`src/rtl/if_pkg.sv`:
```
// ---------------------------------------------------------------------------
// if_pkg
// Definitions shared by the fetch-stage controller and its PC/NPC register
// pair: the controller state encoding, the sequential PC increment and the
// default reset address.
// ---------------------------------------------------------------------------
package if_pkg;

  typedef enum logic [1:0] {
    BOOT  = 2'd0,
    FETCH = 2'd1,
    ERROR = 2'd2
  } fetch_state_e;

  localparam logic [31:0] PC_INC           = 32'd4;
  localparam logic [31:0] DEFAULT_RESET_PC = 32'h0000_0000;

endpackage

```
`src/rtl/fetch_pc_pair.sv`:
```
// ---------------------------------------------------------------------------
// fetch_pc_pair
// PC/NPC register pair of the fetch stage. On a load edge PC takes NPC, and
// NPC takes either the (word-aligned) redirect target or NPC + 4.
//
// Ports:
//   clk       pipeline clock
//   reset     asynchronous, active-low
//   load      fetch completion; advance the pair this edge
//   tgt_vld   a redirect target replaces the sequential NPC
//   tgt_addr  redirect target; bits [1:0] are discarded
//   pc        address of the instruction being fetched
//   npc       address of the next instruction
// ---------------------------------------------------------------------------
module fetch_pc_pair
  import if_pkg::*;
#(
  parameter logic [31:0] RESET_PC = DEFAULT_RESET_PC
) (
  input  logic        clk,
  input  logic        reset,
  input  logic        load,
  input  logic        tgt_vld,
  input  logic [31:0] tgt_addr,
  output logic [31:0] pc,
  output logic [31:0] npc
);

  localparam logic [31:0] RESET_NPC = RESET_PC + PC_INC;

  function automatic logic [31:0] word_align(input logic [31:0] addr);
    return {addr[31:2], 2'b00};
  endfunction

  // Plain 32-bit add: 32'hFFFF_FFFC wraps to 32'h0000_0000.
  function automatic logic [31:0] seq_next(input logic [31:0] addr);
    return addr + PC_INC;
  endfunction

  // Only NPC is redirected, so the instruction at the current NPC (the delay
  // slot) is still fetched before the target.
  always_ff @(posedge clk or negedge reset) begin
    if (!reset) begin
      pc  <= RESET_PC;
      npc <= RESET_NPC;
    end else if (load) begin
      pc  <= npc;
      npc <= tgt_vld ? word_align(tgt_addr) : seq_next(npc);
    end
  end

endmodule

```
`src/rtl/if_fetch_ctrl.sv`:
```
// ---------------------------------------------------------------------------
// if_fetch_ctrl
// Fetch-stage controller: sequences instruction-memory requests, honours
// hazard stalls, applies branch/jump redirects with delay-slot semantics and
// raises a sticky error when memory stops answering.
//
// Ports:
//   clk              pipeline clock
//   reset            asynchronous, active-low
//   stall_in         hazard stall; blocks fetch completion
//   redirect_valid   branch/jump taken this cycle
//   redirect_target  redirect address (bits [1:0] ignored)
//   imem_ready       memory data valid for imem_addr this cycle
//   imem_req         fetch request (FETCH state)
//   imem_addr        fetch address (= pc_out)
//   pc_out, npc_out  current / next PC
//   if_id_load       IF/ID register captures the instruction at this edge
//   fetch_count      completed fetches, wraps modulo 2^32
//   timeout_err      sticky memory-timeout flag
// ---------------------------------------------------------------------------
module if_fetch_ctrl
  import if_pkg::*;
#(
  parameter logic [31:0] RESET_PC = DEFAULT_RESET_PC,
  parameter int unsigned TIMEOUT  = 16
) (
  input  logic        clk,
  input  logic        reset,
  input  logic        stall_in,
  input  logic        redirect_valid,
  input  logic [31:0] redirect_target,
  input  logic        imem_ready,
  output logic        imem_req,
  output logic [31:0] imem_addr,
  output logic [31:0] pc_out,
  output logic [31:0] npc_out,
  output logic        if_id_load,
  output logic [31:0] fetch_count,
  output logic        timeout_err
);

  localparam bit          TO_EN   = (TIMEOUT != 0);
  localparam logic [31:0] TO_LAST = TIMEOUT - 1;

  fetch_state_e state_q, state_d;
  logic         pend_vld_p0;
  logic [31:0]  pend_tgt_p0;
  logic [31:0]  wait_cnt_p0;
  logic [31:0]  fetch_cnt_p0;
  logic         waiting;
  logic         sel_vld;
  logic [31:0]  sel_tgt;
  logic         redir_take;

  // Next state and request/complete decode
  always_comb begin
    state_d    = state_q;
    imem_req   = 1'b0;
    if_id_load = 1'b0;
    waiting    = 1'b0;
    case (state_q)
      BOOT: state_d = FETCH;
      FETCH: begin
        imem_req   = 1'b1;
        if_id_load = imem_ready && !stall_in;
        // Ready together with stall is not a wait: memory re-presents data.
        waiting    = !imem_ready && !stall_in;
        if (TO_EN && waiting && (wait_cnt_p0 == TO_LAST)) begin
          state_d = ERROR;
        end
      end
      ERROR: state_d = ERROR;
      default: state_d = BOOT;
    endcase
  end

  // Redirects are remembered until the next completion; ERROR drops them.
  assign redir_take = redirect_valid && (state_q != ERROR) && !if_id_load;
  assign sel_vld    = redirect_valid || pend_vld_p0;
  assign sel_tgt    = redirect_valid ? redirect_target : pend_tgt_p0;

  // Control registers
  always_ff @(posedge clk or negedge reset) begin
    if (!reset) begin
      state_q      <= BOOT;
      pend_vld_p0  <= 1'b0;
      wait_cnt_p0  <= '0;
      fetch_cnt_p0 <= '0;
    end else begin
      state_q <= state_d;
      if (if_id_load) begin
        pend_vld_p0  <= 1'b0;
        wait_cnt_p0  <= '0;
        fetch_cnt_p0 <= fetch_cnt_p0 + 32'd1;
      end else begin
        if (redir_take) pend_vld_p0 <= 1'b1;
        if (waiting)    wait_cnt_p0 <= wait_cnt_p0 + 32'd1;
      end
    end
  end

  // Pending target is only meaningful while pend_vld_p0 is set.
  always_ff @(posedge clk) begin
    if (redir_take) pend_tgt_p0 <= redirect_target;
  end

  fetch_pc_pair #(
    .RESET_PC (RESET_PC)
  ) u_pc_pair (
    .clk      (clk),
    .reset    (reset),
    .load     (if_id_load),
    .tgt_vld  (sel_vld),
    .tgt_addr (sel_tgt),
    .pc       (pc_out),
    .npc      (npc_out)
  );

  assign imem_addr   = pc_out;
  assign fetch_count = fetch_cnt_p0;
  assign timeout_err = (state_q == ERROR);

endmodule

```
`config.mk`:
```
export PLATFORM = sky130hd
export DESIGN_NAME = if_fetch_ctrl
export DESIGN_NICKNAME = d
export VERILOG_FILES = /design/src/rtl/if_pkg.sv /design/src/rtl/fetch_pc_pair.sv /design/src/rtl/if_fetch_ctrl.sv
export SDC_FILE = /design/constraint.sdc
export NUM_CORES = 1
export LEC_CHECK = 0
export ABC_AREA = 1
export ABC_CLOCK_PERIOD_IN_PS = 5840
export CAP_MARGIN = 20
export CELL_PAD_IN_SITES_DETAIL_PLACEMENT = 0
export CELL_PAD_IN_SITES_GLOBAL_PLACEMENT = 1
export CORE_UTILIZATION = 41
export DETAILED_ROUTE_END_ITERATION = 10
export PLACE_DENSITY_LB_ADDON = 0.12
export SLEW_MARGIN = 20
export SYNTH_ARGS = -nofsm -noshare
export SYNTH_HDL_FRONTEND = slang
export SYNTH_HIERARCHICAL = 1
export SYNTH_SLANG_ARGS = --single-unit
```
`constraint.sdc`:
```
create_clock -name clk -period 5.84 [get_ports clk]
set_clock_uncertainty 0.05 [all_clocks]
set_input_delay 0.876 -clock clk [delete_from_list [all_inputs] [get_ports clk]]
set_output_delay 0.876 -clock clk [all_outputs]
set_load 0.01 [all_outputs]
```
Word-level counts from Yosys, hierarchy flattened
Cells that the tools add are included.
{"block": "totals", "ff_bits": 163, "latchBits": 0, "mem_bits_rw": 0, "romBits": 0, "input_bits": 37, "output_inout_bits": 131, "elab_cells": 38, "n_memories": 0}
{"block": "classes", "n_addsub": 3, "multipliers": 0, "div_mod_pow": 0, "n_lt_le_gt_ge": 0, "n_eq_ne": 5, "shift": 0, "muxes": 11, "bitwise": 0, "reduce_logical": 12}
{"operator": "2-to-1 mux 32 bit", "n": 4}
{"operator": "adder 32 x 1 -> 32 bit, second input constant", "n": 2}
{"operator": "adder 32 x 3 -> 32 bit, second input constant", "n": 1}
{"operator": "== test 32 x 4 -> 1 bit, second input constant", "n": 1}
{"operator": "one-hot mux 2 bit (3 select lines)", "n": 1}
{"operator": "logical AND 1 bit", "n": 5}
{"operator": "2-to-1 mux 1 bit", "n": 5}
{"operator": "inequality test 2 bit, second input constant", "n": 2}
{"operator": "nonzero test 2 bit", "n": 2}
{"operator": "zero test 1 bit", "n": 3}
{"operator": "== test 2 x 1 -> 1 bit, second input constant", "n": 1}
{"operator": "== test 2 bit, second input constant", "n": 1}
{"operator": "zero test 2 bit", "n": 1}
{"operator": "2-to-1 mux 2 bit", "n": 1}
{"operator": "logical OR 1 bit", "n": 1}

Depth between registers and ports, before layout
Gate-level depths: netlist of run 1.
{"block": "logic_depth", "ltp_word": 7, "depth_mapped": 11, "depth_no_buf": 11}

Hierarchy
Netlist of run 1, hierarchy kept.
{"mod": "if_fetch_ctrl", "n_inst": 1, "cells_each": 710, "area_per_inst_um2": 5554.1, "seq_area_each_um2": 2637.5}
{"mod": "fetch_pc_pair", "n_inst": 1, "cells_each": 499, "area_per_inst_um2": 3438.3, "seq_area_each_um2": 1502.7}

Worst setup path after synthesis of run 1
OpenSTA, ideal clock, no wires.
{"block": "synth_path", "kind": "input -> register", "from": "input redirect_valid", "to": "register pend_tgt_p0[0], enable pin", "setup_time_ps": 463, "arrival_ps": 3485, "required_ps": 5327, "path_slack_ps": 1842, "cell_stages": 3, "path_buffers": 1, "cell_sequence": "clkbuf_1 -> inv_1 -> nor3_1"}
{"block": "synth_via", "elab_chain_len": 2}
{"item": "from (decl)", "line_no": "if_fetch_ctrl.sv:30", "source": "input logic redirect_valid,"}
{"item": "logical AND 1 bit (2 in a row)", "line_no": "if_fetch_ctrl.sv:78", "source": "assign redir_take = redirect_valid && (state_q != ERROR) && !if_id_load;"}
{"item": "net redir_take", "line_no": "if_fetch_ctrl.sv:53", "source": "logic redir_take;"}
{"item": "to (signal assigned)", "line_no": "if_fetch_ctrl.sv:104", "source": "if (redir_take) pend_tgt_p0 <= redirect_target;"}
{"item": "to (decl)", "line_no": "if_fetch_ctrl.sv:47", "source": "logic [31:0] pend_tgt_p0;"}
The timed path passes the listed nets, and every way through them passes these cells.
A chain may end at the register's enable or synchronous reset.

Final worst setup path of run 1
{"block": "layout_path", "from": "input imem_ready", "to": "output if_id_load"}
{"block": "layout_via", "elab_chain_len": 2}
{"item": "from (decl)", "line_no": "if_fetch_ctrl.sv:32", "source": "input logic imem_ready,"}
{"item": "logical AND 1 bit", "line_no": "if_fetch_ctrl.sv:65", "source": "if_id_load = imem_ready && !stall_in;"}
{"item": "2-to-1 mux 1 bit", "line_no": "if_fetch_ctrl.sv:61", "source": "case (state_q)"}
{"item": "to (decl)", "line_no": "if_fetch_ctrl.sv:37", "source": "output logic if_id_load,"}
Every way passes these cells.

==> impl_metrics.toml, run 1 <==
[clock_tree]
clk_pin_slew_ns = 0.07
ctsHoldBuffers = 0
cts_buffer_depth = 2
cts_sinks = 157
cts_resized = 0
cts-root-buf = "clkbuf_16"
cts_buffers = 17
cts_tree = "done"
postCtsSetupRepairBufs = 0
htree_levels = 4
clock_latency_ns = 0.43

[worst_setup_path]
critical_path_class = "in2out"
r2r_start = "state_q[1]"
r2r_end = "u_pc_pair/npc[18]"
cp_max_fo = 38
cp-end-kind = "output port"
reg2reg_depth = 8
cp.required_ns = 4.91
reg2reg_slack_ns = 2.95
crit_arrival_ns = 2.71
start_kind = "primary input"

[die]
die_area_um2 = 22320
start_util_pct = 42.12
dieHeight_um = 149.4
coreArea_um2 = 21150
ios = 168
die-width_um = 149.4
fp-row-count = 53

[grt]
grt_pass1_vias = 7373
gr-total-overflow = 0
grt_use_total_pct = 21.65
grt_pass1_wl_um = 37750
antenna_found_initial = 3
grt_max_degree = 65

[synthesis]
netlist_area_um2 = 8910
yosysWarningCount = 6
syn_inst = 1201
avgSynthCellArea_um2 = 7.419

[finish]
layout.nets = 1366
ff_latch_area_um2 = 4080
syn_to_final_growth_pct = 24.70
final_common_cell = "nand2_1"
drive_above_1_share_pct = 6.886
multiInputGateArea_um2 = 3983
fill_cells = 2114
mostFrequentLayoutCells = "nand2_1 (412), clkdlybuf4s50_1 (158), nor2_1 (143), dfrtp_1 (126), inv_1 (116)"

[flow_run]
drv_cap = 0

[drt]
drc_errors = 0
via_per_inst = 4.914
first_iter_violations = 552
vias = 7926
wire_per_inst_um = 14.42
drt_wl_total_um = 23260
antenna_left = 0
drtPass1Iterations = 5

[timing]
finalHoldViolCount = 0
rsz0062_at_grt = "no"
slew_viol_final = 0
max_clock_freq_ghz = 0.2747
min_period_ns = 3.641
relSlewSlack_pct = 31.60
timing.setup.tns_ns = 0
finalCritPeriodShare_pct = 62.34
worst_pin_slew_ns = 1.025
setup_violations = 0

[power]
cellPowerDensity_nw_per_um2 = 393.3
p_total_mw = 4.369
ir_drop_v = 0.0002456
leakage_nw = 4.961

[place]
port_buffers = 159
place_congestion = 0.8642
dp_hpwl_um = 16660

[hold_path]
hp-class = "in2async"

[status]
status = "completed"
-- worst max-delay path, cell delays in order --
cell,delay (ns)
clkdlybuf4s50_1,0.54
nand2_2,0.11
nor2_8,0.53
clkdlybuf4s50_1,0.66
-- per-layer routing --
layer | track usage [%] | routed length, µm | share of wire [%] | vias to the layer above
met5 | 0 | 16 | 0.069 | -
met4 | 6.173 | 362 | 1.6 | 2
met3 | 4.238 | 1136 | 4.9 | 24
met2 | 35.09 | 10750 | 46 | 212
met1 | 29.27 | 10990 | 47 | 3679
li1 | - | - | - | 4009
-- flip-flops by register name, summed over array words and instances (netlist names) --
signal,flops
wait_cnt_p0,32
u_pc_pair/npc,30
u_pc_pair/pc,30
pend_tgt_p0,30
pend_vld_p0,1
fetch_count,32
state_q,2
-- metrics by stage --
step / utilization, % / area, µm² / cells / hold slack, ns / setup WS, ns
after floorplan: - / 8921 / 1204 / 0.3887 / 1.994
after global placement: 49.68 / 10510 / 1579 / 0.4121 / 2.179
after detailed placement: 49.68 / 10510 / 1579 / 0.4120 / 2.152
after CTS: 52.50 / 11110 / 1611 / 0.4115 / 2.168
after global routing: 52.50 / 11110 / 1611 / 0.4267 / 2.065
final: 52.52 / 11110 / 1613 / 0.3987 / 2.199
-- worst max-delay path by stage --
stage / from / to / cells after the start / slack (ns)
floorplan: redirect_valid / pend_tgt_p0[10] / 3 / 1.99
global placement: redirect_valid / u_pc_pair/npc[18] / 8 / 2.18
detailed placement: redirect_valid / u_pc_pair/npc[18] / 8 / 2.15
CTS: imem_ready / if_id_load / 4 / 2.17
global route: imem_ready / if_id_load / 4 / 2.07
finish: imem_ready / if_id_load / 4 / 2.20
-- power by group --
group	switching (mW)	total (mW)	internal (mW)
Clock	0.472	1.12	0.652
Sequential	0.276	1.68	1.41
Combinational	0.800	1.56	0.765
Total	1.55	4.37	2.82
-- layout make-up --
class / count / area share, %
repair buffers: 168 / 14.91
clock inverters: 10 / 0.9009
well taps: 275 / 3.097
inverters: 119 / 4.020
diodes: 2 / 0.04504
clock buffers: 22 / 4.459
flip-flops and latches: 157 / 36.72
multi-input cells: 860 / 35.84
Power figures use the tool's default switching activity.
==> run 2: changes to the inputs <==
--- a/config.mk
+++ b/config.mk
@@ -6,11 +6,11 @@
 export NUM_CORES = 1
 export LEC_CHECK = 0
 export ABC_AREA = 1
-export ABC_CLOCK_PERIOD_IN_PS = 5840
+export ABC_CLOCK_PERIOD_IN_PS = 3200
 export CAP_MARGIN = 20
 export CELL_PAD_IN_SITES_DETAIL_PLACEMENT = 0
 export CELL_PAD_IN_SITES_GLOBAL_PLACEMENT = 1
-export CORE_UTILIZATION = 41
+export CORE_UTILIZATION = 35
 export DETAILED_ROUTE_END_ITERATION = 10
 export PLACE_DENSITY_LB_ADDON = 0.12
 export SLEW_MARGIN = 20
==> constraint.sdc (replaced) <==
create_clock -name clk -period 3.2 [get_ports clk]
set_clock_uncertainty 0.05 [all_clocks]
set_input_delay 0.48 -clock clk [delete_from_list [all_inputs] [get_ports clk]]
set_output_delay 0.48 -clock clk [all_outputs]
set_load 0.01 [all_outputs]
==> impl_metrics.toml, run 2 (same netlist as run 1, synthesis figures left out) <==
[status]
status = "completed"

[die]
ios = 168
die-width_um = 161.6
start_util_pct = 35.48
dieHeight_um = 161.6
die_area_um2 = 26100
coreArea_um2 = 25110
fp-row-count = 58

[drt]
antenna_left = 0
drt_wl_total_um = 23790
via_per_inst = 4.641
drtPass1Iterations = 5
vias = 7755
first_iter_violations = 509
drc_errors = 0
wire_per_inst_um = 14.24

[timing]
min_period_ns = 2.730
relSlewSlack_pct = 45.58
timing.setup.tns_ns = 0
worst_pin_slew_ns = 0.8136
rsz0062_at_grt = "no"
setup_violations = 0
finalHoldViolCount = 0
hold_ws_ns = 0.4235
setup_ws_ns = 0.4699
max_clock_freq_ghz = 0.3663
finalCritPeriodShare_pct = 85.31
slew_viol_final = 0

[worst_setup_path]
cp.required_ns = 2.67
crit_path_start = "state_q[1]"
path_delay_family = "buffers and inverters"
cp-end-kind = "output port"
cp_max_fo = 8
r2r_start = "state_q[1]"
max_stage_delay_ns = 0.59
path_cells = "inv_1, ha_1, nand2_2, nor2_8, clkdlybuf4s50_1"
crit_buf_inv = 2
start_kind = "register"
crit_slowest_cell = "clkdlybuf4s50_1"
reg2reg_slack_ns = 0.87
crit_arrival_ns = 2.20
critical_path_class = "reg2out"

[grt]
antenna_found_initial = 2
grt_use_total_pct = 18.88
gr-total-overflow = 0
grt_pass1_vias = 7356
grt_max_degree = 68
grt_pass1_wl_um = 39010

[hold_path]
min-delay-start = "pend_vld_p0"
hp-class = "reg2reg"

[place]
dp_hpwl_um = 17420
place_ws_ns = 0.5231
place_congestion = 0.8314
dpl_cell_area_um2 = 10660
port_buffers = 159
dp.cells = 1637

[power]
cellPowerDensity_nw_per_um2 = 708.9
leakage_nw = 4.993
p_total_mw = 7.973
ir_drop_v = 0.0003439

[finish]
syn_to_final_growth_pct = 26.22
final_common_cell = "nand2_1"
fin_area_um2 = 11250
layout.nets = 1370
drive_above_1_share_pct = 7.164
fin_util_pct = 44.79
mostFrequentLayoutCells = "nand2_1 (412), clkdlybuf4s50_1 (158), nor2_1 (143), dfrtp_1 (126), inv_1 (116)"
stdcell_count = 1671

[clock_tree]
postCtsSetupRepairBufs = 0
ctsHoldBuffers = 1
cts_buffer_depth = 2
cts_resized = 0
clock_latency_ns = 0.43
htree_levels = 4
cts-root-buf = "clkbuf_16"
cts_sinks = 157
cts_buffers = 17
cts_tree = "done"
clk_pin_slew_ns = 0.07

[flow_run]
drv_cap = 0
## run 2: worst paths after layout
kind,to,depth (start not counted)
max,if_id_load,5
min,pend_vld_p0,2
max in group asynchronous,wait_cnt_p0[4],3
max reg2reg,pend_tgt_p0[12],6
min reg2reg,pend_vld_p0,2
min in group asynchronous,u_pc_pair/pc[6],2
## run 2: layout make-up
class                   count  area (µm²)
inverters                 119       446.7
diodes                      1       2.502
well taps                 330       412.9
flip-flops and latches    157        4080
clock inverters            15       146.4
fillers                  2622       13860
repair buffers            172        1743
multi-input cells         860        3989
clock buffers              17       425.4
## run 2: layer usage
metal  global-route usage, %  wire length (µm)  vias up
li1                        -                 -     4009
met4                   4.545               199        2
met2                   30.70             11100      144
met3                   3.544               847       17
met5                       0                11        -
met1                   25.85             11630     3583
## run 2: where the power goes
| group | total [mW] | switching, mW | internal [mW] |
|---|---|---|---|
| sequential | 3.07 | 0.508 | 2.56 |
| combinational | 2.88 | 1.46 | 1.42 |
| clock | 2.02 | 0.926 | 1.10 |
| total | 7.97 | 2.90 | 5.08 |
## run 2: worst reg2reg max path, cell delays in order (launching register included)
cell and delay, ns:
dfrtp_1 0.36, inv_1 0.07, ha_1 0.29, nand2_2 0.16, nor2_8 0.08, nor3_4 0.65
buf_4 0.37
==> run 3: changes to the inputs <==
--- a/config.mk
+++ b/config.mk
@@ -10,6 +10,7 @@
 export CAP_MARGIN = 20
 export CELL_PAD_IN_SITES_DETAIL_PLACEMENT = 0
 export CELL_PAD_IN_SITES_GLOBAL_PLACEMENT = 1
+export CORE_MARGIN = 10
 export CORE_UTILIZATION = 35
 export DETAILED_ROUTE_END_ITERATION = 10
 export PLACE_DENSITY_LB_ADDON = 0.12
==> impl_metrics.toml, run 3 (same netlist as run 1, synthesis figures left out) <==
[status]
status = "complete, but fails checks"
violations = "hold timing"

[drt]
drt_wl_total_um = 25190
via_per_inst = 4.641
first_iter_violations = 445
wire_per_inst_um = 15.06
drc_errors = 0
vias = 7759
drtPass1Iterations = 5
antenna_left = 0

[worst_setup_path]
max_stage_delay_ns = 0.61
cp.required_ns = 2.67
crit_slowest_cell = "clkdlybuf4s50_1"
start_kind = "register"
path_delay_family = "buffers and inverters"
crit_arrival_ns = 2.26
r2r_start = "state_q[1]"
worstSetupPathDepth = 5
reg2reg_slack_ns = 0.86
r2r_end = "u_pc_pair/npc[18]"
endpoint = "if_id_load"
path_cells = "inv_1, ha_1, nand2_2, nor2_8, clkdlybuf4s50_1"
critical_path_class = "reg2out"
crit_path_start = "state_q[1]"
crit_buf_inv = 2
reg2reg_depth = 10
cp-end-kind = "output port"
cp_max_fo = 10

[place]
dp_hpwl_um = 19010
dp.cells = 1639
dpl_cell_area_um2 = 10650
port_buffers = 159
place_congestion = 0.8337
place_ws_ns = 0.4834

[timing]
slew_viol_final = 0
min_period_ns = 2.794
relSlewSlack_pct = 52.74
worst_pin_slew_ns = 0.7066
finalCritPeriodShare_pct = 87.30
timing.setup.tns_ns = 0
hold_ws_ns = -0.0004327
finalHoldViolCount = 1
setup_violations = 0
rsz0062_at_grt = "no"
setup_ws_ns = 0.4064
max_clock_freq_ghz = 0.3580

[die]
die-width_um = 179.6
fp-row-count = 58
die_area_um2 = 32240
ios = 168
start_util_pct = 35.48
dieHeight_um = 179.6
coreArea_um2 = 25110

[power]
seq_power_share_pct = 38.4
cellPowerDensity_nw_per_um2 = 710.0
p_sw_share_pct = 36.29
power.share.clock_pct = 25.0
p_int_mw = 5.080
p_comb_share_pct = 36.6
leakage_nw = 4.991
ir_drop_v = 0.0003364
switching_power_mw = 2.894

[clock_tree]
cts_sinks = 157
postCtsSetupRepairBufs = 0
ctsHoldBuffers = 0
cts_tree = "done"
clock_latency_ns = 0.43
cts_buffer_depth = 2
cts_resized = 0
cts_buffers = 17
htree_levels = 4
cts-root-buf = "clkbuf_16"
clk_pin_slew_ns = 0.07

[grt]
gr-total-overflow = 0
grt_use_total_pct = 15.63
grt_pass1_wl_um = 41970
grt_pass1_vias = 7853
grt_max_degree = 61
antenna_found_initial = 1

[finish]
syn_to_final_growth_pct = 26.06
layout.nets = 1371
fin_area_um2 = 11230
fill_cells = 2644
drive_above_1_share_pct = 7.233
final_common_cell = "nand2_1"
stdcell_count = 1672
mostFrequentLayoutCells = "nand2_1 (412), clkdlybuf4s50_1 (158), nor2_1 (143), dfrtp_1 (126), inv_1 (116)"

[flow_run]
drv_cap = 0

[hold_path]
hp-class = "in2async"
==> run 3: changes by cell type in the layout (fill, tap and decap cells not counted), sizes merged <==
cell	previous run	this run
clkinv	2	6
clkbuf	17	20
inv	129	124
clkinvlp	2	1
dlygate4sd3	1	0
bufinv	1	0
buf	13	15
==> run 3: worst register-to-register path: cells and delay by family, from the launching register on <==
family                     cells  cell delay (ns)
AOI/OAI and AO/OA              2             0.13
and+or+nand+nor                5             0.86
adders and majority gates      1             0.31
buffers and inverters          2             0.46
DFF                            1             0.40
==> run 3: metal layers <==
metal / up-vias / wire length, µm / part of all wire, % / global-route usage [%]
li1: 4011 / - / - / -
met2: 152 / 11830 / 47 / 25.71
met4: 0 / 165 / 0.66 / 3.275
met3: 12 / 1207 / 4.8 / 4.016
met5: - / 0 / 0 / 0
met1: 3584 / 11990 / 48 / 20.26
==> run 3: power by group through the flow <==
stage | Sequential, mW | Clock, mW | Combinational, mW
final | 3.06 | 1.99 | 2.92
after global routing | 3.17 | 2.14 | 3.25
after CTS | 3.08 | 2.06 | 2.98
after detailed placement | 3.11 | 0 | 2.97
after global placement | 3.09 | 0 | 2.95
after floorplan | 3.17 | 0 | 1.45
==> run 3: cell type report <==
class | count | area, µm² | share of cell area (%)
Antenna cell | 1 | 2.502 | 0.02228
Clock inverter | 12 | 98.84 | 0.8800
Sequential cell | 157 | 4080 | 36.33
Tap cell | 330 | 412.9 | 3.676
Timing Repair Buffer | 173 | 1723 | 15.34
Clock buffer | 20 | 479.2 | 4.266
Inverter | 119 | 446.7 | 3.977
Multi-Input combinational cell | 860 | 3989 | 35.51
==> run 3: how the worst min path moves through the flow <==
stage	end	slack, ns	cells after the start
2_1_floorplan	fetch_count[0]	0.13	0
3_3_place_gp	pend_vld_p0	0.41	2
3_5_place_dp	pend_vld_p0	0.41	2
4_1_cts	u_pc_pair/pc[6]	0.02	1
5_1_grt	u_pc_pair/pc[6]	0.03	1
6_report	u_pc_pair/pc[6]	-0.0004	1
==> run 3: stage by stage <==
| step | util [%] | power, mW |
|---|---|---|
| 4_1_cts | 44.72 | 8.114 |
| 3_5_place_dp | 42.42 | 6.084 |
| 5_1_grt | 44.72 | 8.553 |
| 2_1_floorplan | - | 4.618 |
| 6_report | 44.73 | 7.975 |
| 3_3_place_gp | 42.42 | 6.048 |
==> RTL change (flow settings as in run 3) <==
Make the reset (`reset`) synchronous in 2 clocked blocks. Comments in the files are not updated.
--- a/src/rtl/fetch_pc_pair.sv
+++ b/src/rtl/fetch_pc_pair.sv
@@ -40,5 +40,5 @@
   // Only NPC is redirected, so the instruction at the current NPC (the delay
   // slot) is still fetched before the target.
-  always_ff @(posedge clk or negedge reset) begin
+  always_ff @(posedge clk) begin
     if (!reset) begin
       pc  <= RESET_PC;
--- a/src/rtl/if_fetch_ctrl.sv
+++ b/src/rtl/if_fetch_ctrl.sv
@@ -81,5 +81,5 @@
 
   // Control registers
-  always_ff @(posedge clk or negedge reset) begin
+  always_ff @(posedge clk) begin
     if (!reset) begin
       state_q      <= BOOT;
Formal check against the unedited RTL: differs if reset is asserted again (counterexample within 4 cycles, from zero or initial values and one cycle with reset low); with reset held inactive, the same outputs for 10 cycles.
==> RTL change against run 3 <==
  * Routed wire length fell by 0.36%
  * Cell area decreased by 4.3%
  * Count of clock-buffer cells in the layout fell by 2
  * Worst setup slack better by 96 ps
  * Sequential share of layout area down 4.3 points
  * Global-route usage up 0.19 points
  * Synthesized area shrank 4.7%
  * Via count is 1.4% higher
  * Sequential cell count is the same
Power is not compared: it rests on default switching activity, and its combinational part moved more than twofold at a synthesized area within 25%.
==> RTL change: results <==
global_route:
  grt_util_all_layers: 0.158
  grt_pass1_wl_um: 39700
  grt_pass1_vias: 7471
  grt_max_degree: 65
  antenna_found_initial: 1
setup_path:
  critPathArrivalTime_ps: 2170
  startpoint: "state_q[1]"
  worst-path-max-fanout: 8
  slowest_delay_ps: 590
  crit_slowest_cell: "clkdlybuf4s50_1"
hold_path:
  worstHoldPathType: "register to register"
pwr:
  peakVddDrop_mv: 0.342
  p_leak_uw: 0.00410
logic_synthesis:
  yosysWarnings: 6
  syn_area_per_cell_um2: 6.87
clocking:
  clk_pin_slew_ps: 70
  htreeDepth: 4
  cts_buffer_depth: 2
  clk_latency_ps: 430
  cts-root-buf: "clkbuf_16"
  cts-resized-gates: 0
  post_cts_buffers: 0
placement:
  dp.cells: 1656
  io_buffer_count: 159
  gp_congestion: 0.858
  pre_cts_ws_ps: 646
  dp_hpwl_um: 18900
route:
  drt-vias-per-instance: 4.66
  drt-pass1-iter-count: 5
  wirelength_um: 25100
  wire_per_inst_um: 14.9
  drt_iter0_drc: 396
run_status:
  outcome: "completed"
sta:
  max_slew_margin: 0.594
final_layout:
  n_antenna_cell: 0
  drive_gt1_frac: 0.0752
  fin_nets: 1399
## RTL change: stage by stage
| step | hold slack, ps | instance area, µm² | total power, µW |
|---|---|---|---|
| after floorplan | 381 | 8500 | 2940 |
| after global placement | 391 | 10200 | 3370 |
| after detailed placement | 398 | 10200 | 3380 |
| after CTS | 406 | 10700 | 5430 |
| after global routing | 459 | 10700 | 5630 |
| final | 405 | 10700 | 5350 |
## RTL change: worst paths after layout
| kind | endpoint | slack [ps] | cells after the start |
|---|---|---|---|
| hold / removal | pend_vld_p0 | 410 | 2 |
| hold reg to reg | pend_vld_p0 | 410 | 2 |
| setup / recovery | if_id_load | 500 | 5 |
| setup reg to reg | wait_cnt_p0[27] | 920 | 9 |
## RTL change: layer usage
metal,GRT usage,part of all wire
met1,0.196,0.46
met2,0.268,0.48
met4,0.0367,0.0062
met3,0.0405,0.053
met5,0,0.00052
## RTL change: final cells by class
cell class	instances	area, µm²
clock inverter	14	135
tap	319	399
sequential	157	3440
timing repair buffer	172	1710
clock buffer	18	450
multi-input combinational	888	4150
inverter	120	454
fill	2526	12900
## RTL change: worst max-delay path: cells and delay by family, from the launching register on
family,cells,cell delay [ps]
buf+inv,2,680
flops,1,310
fa+ha+maj,1,410
simple gates,2,330
## RTL change: where the power goes
| group | switching (µW) | leakage, µW | internal, µW | total (µW) |
|---|---|---|---|---|
| sequential | 112 | 0.00132 | 2200 | 2310 |
| clock | 896 | 0.000292 | 1130 | 2030 |
| combinational | 555 | 0.00249 | 456 | 1010 |
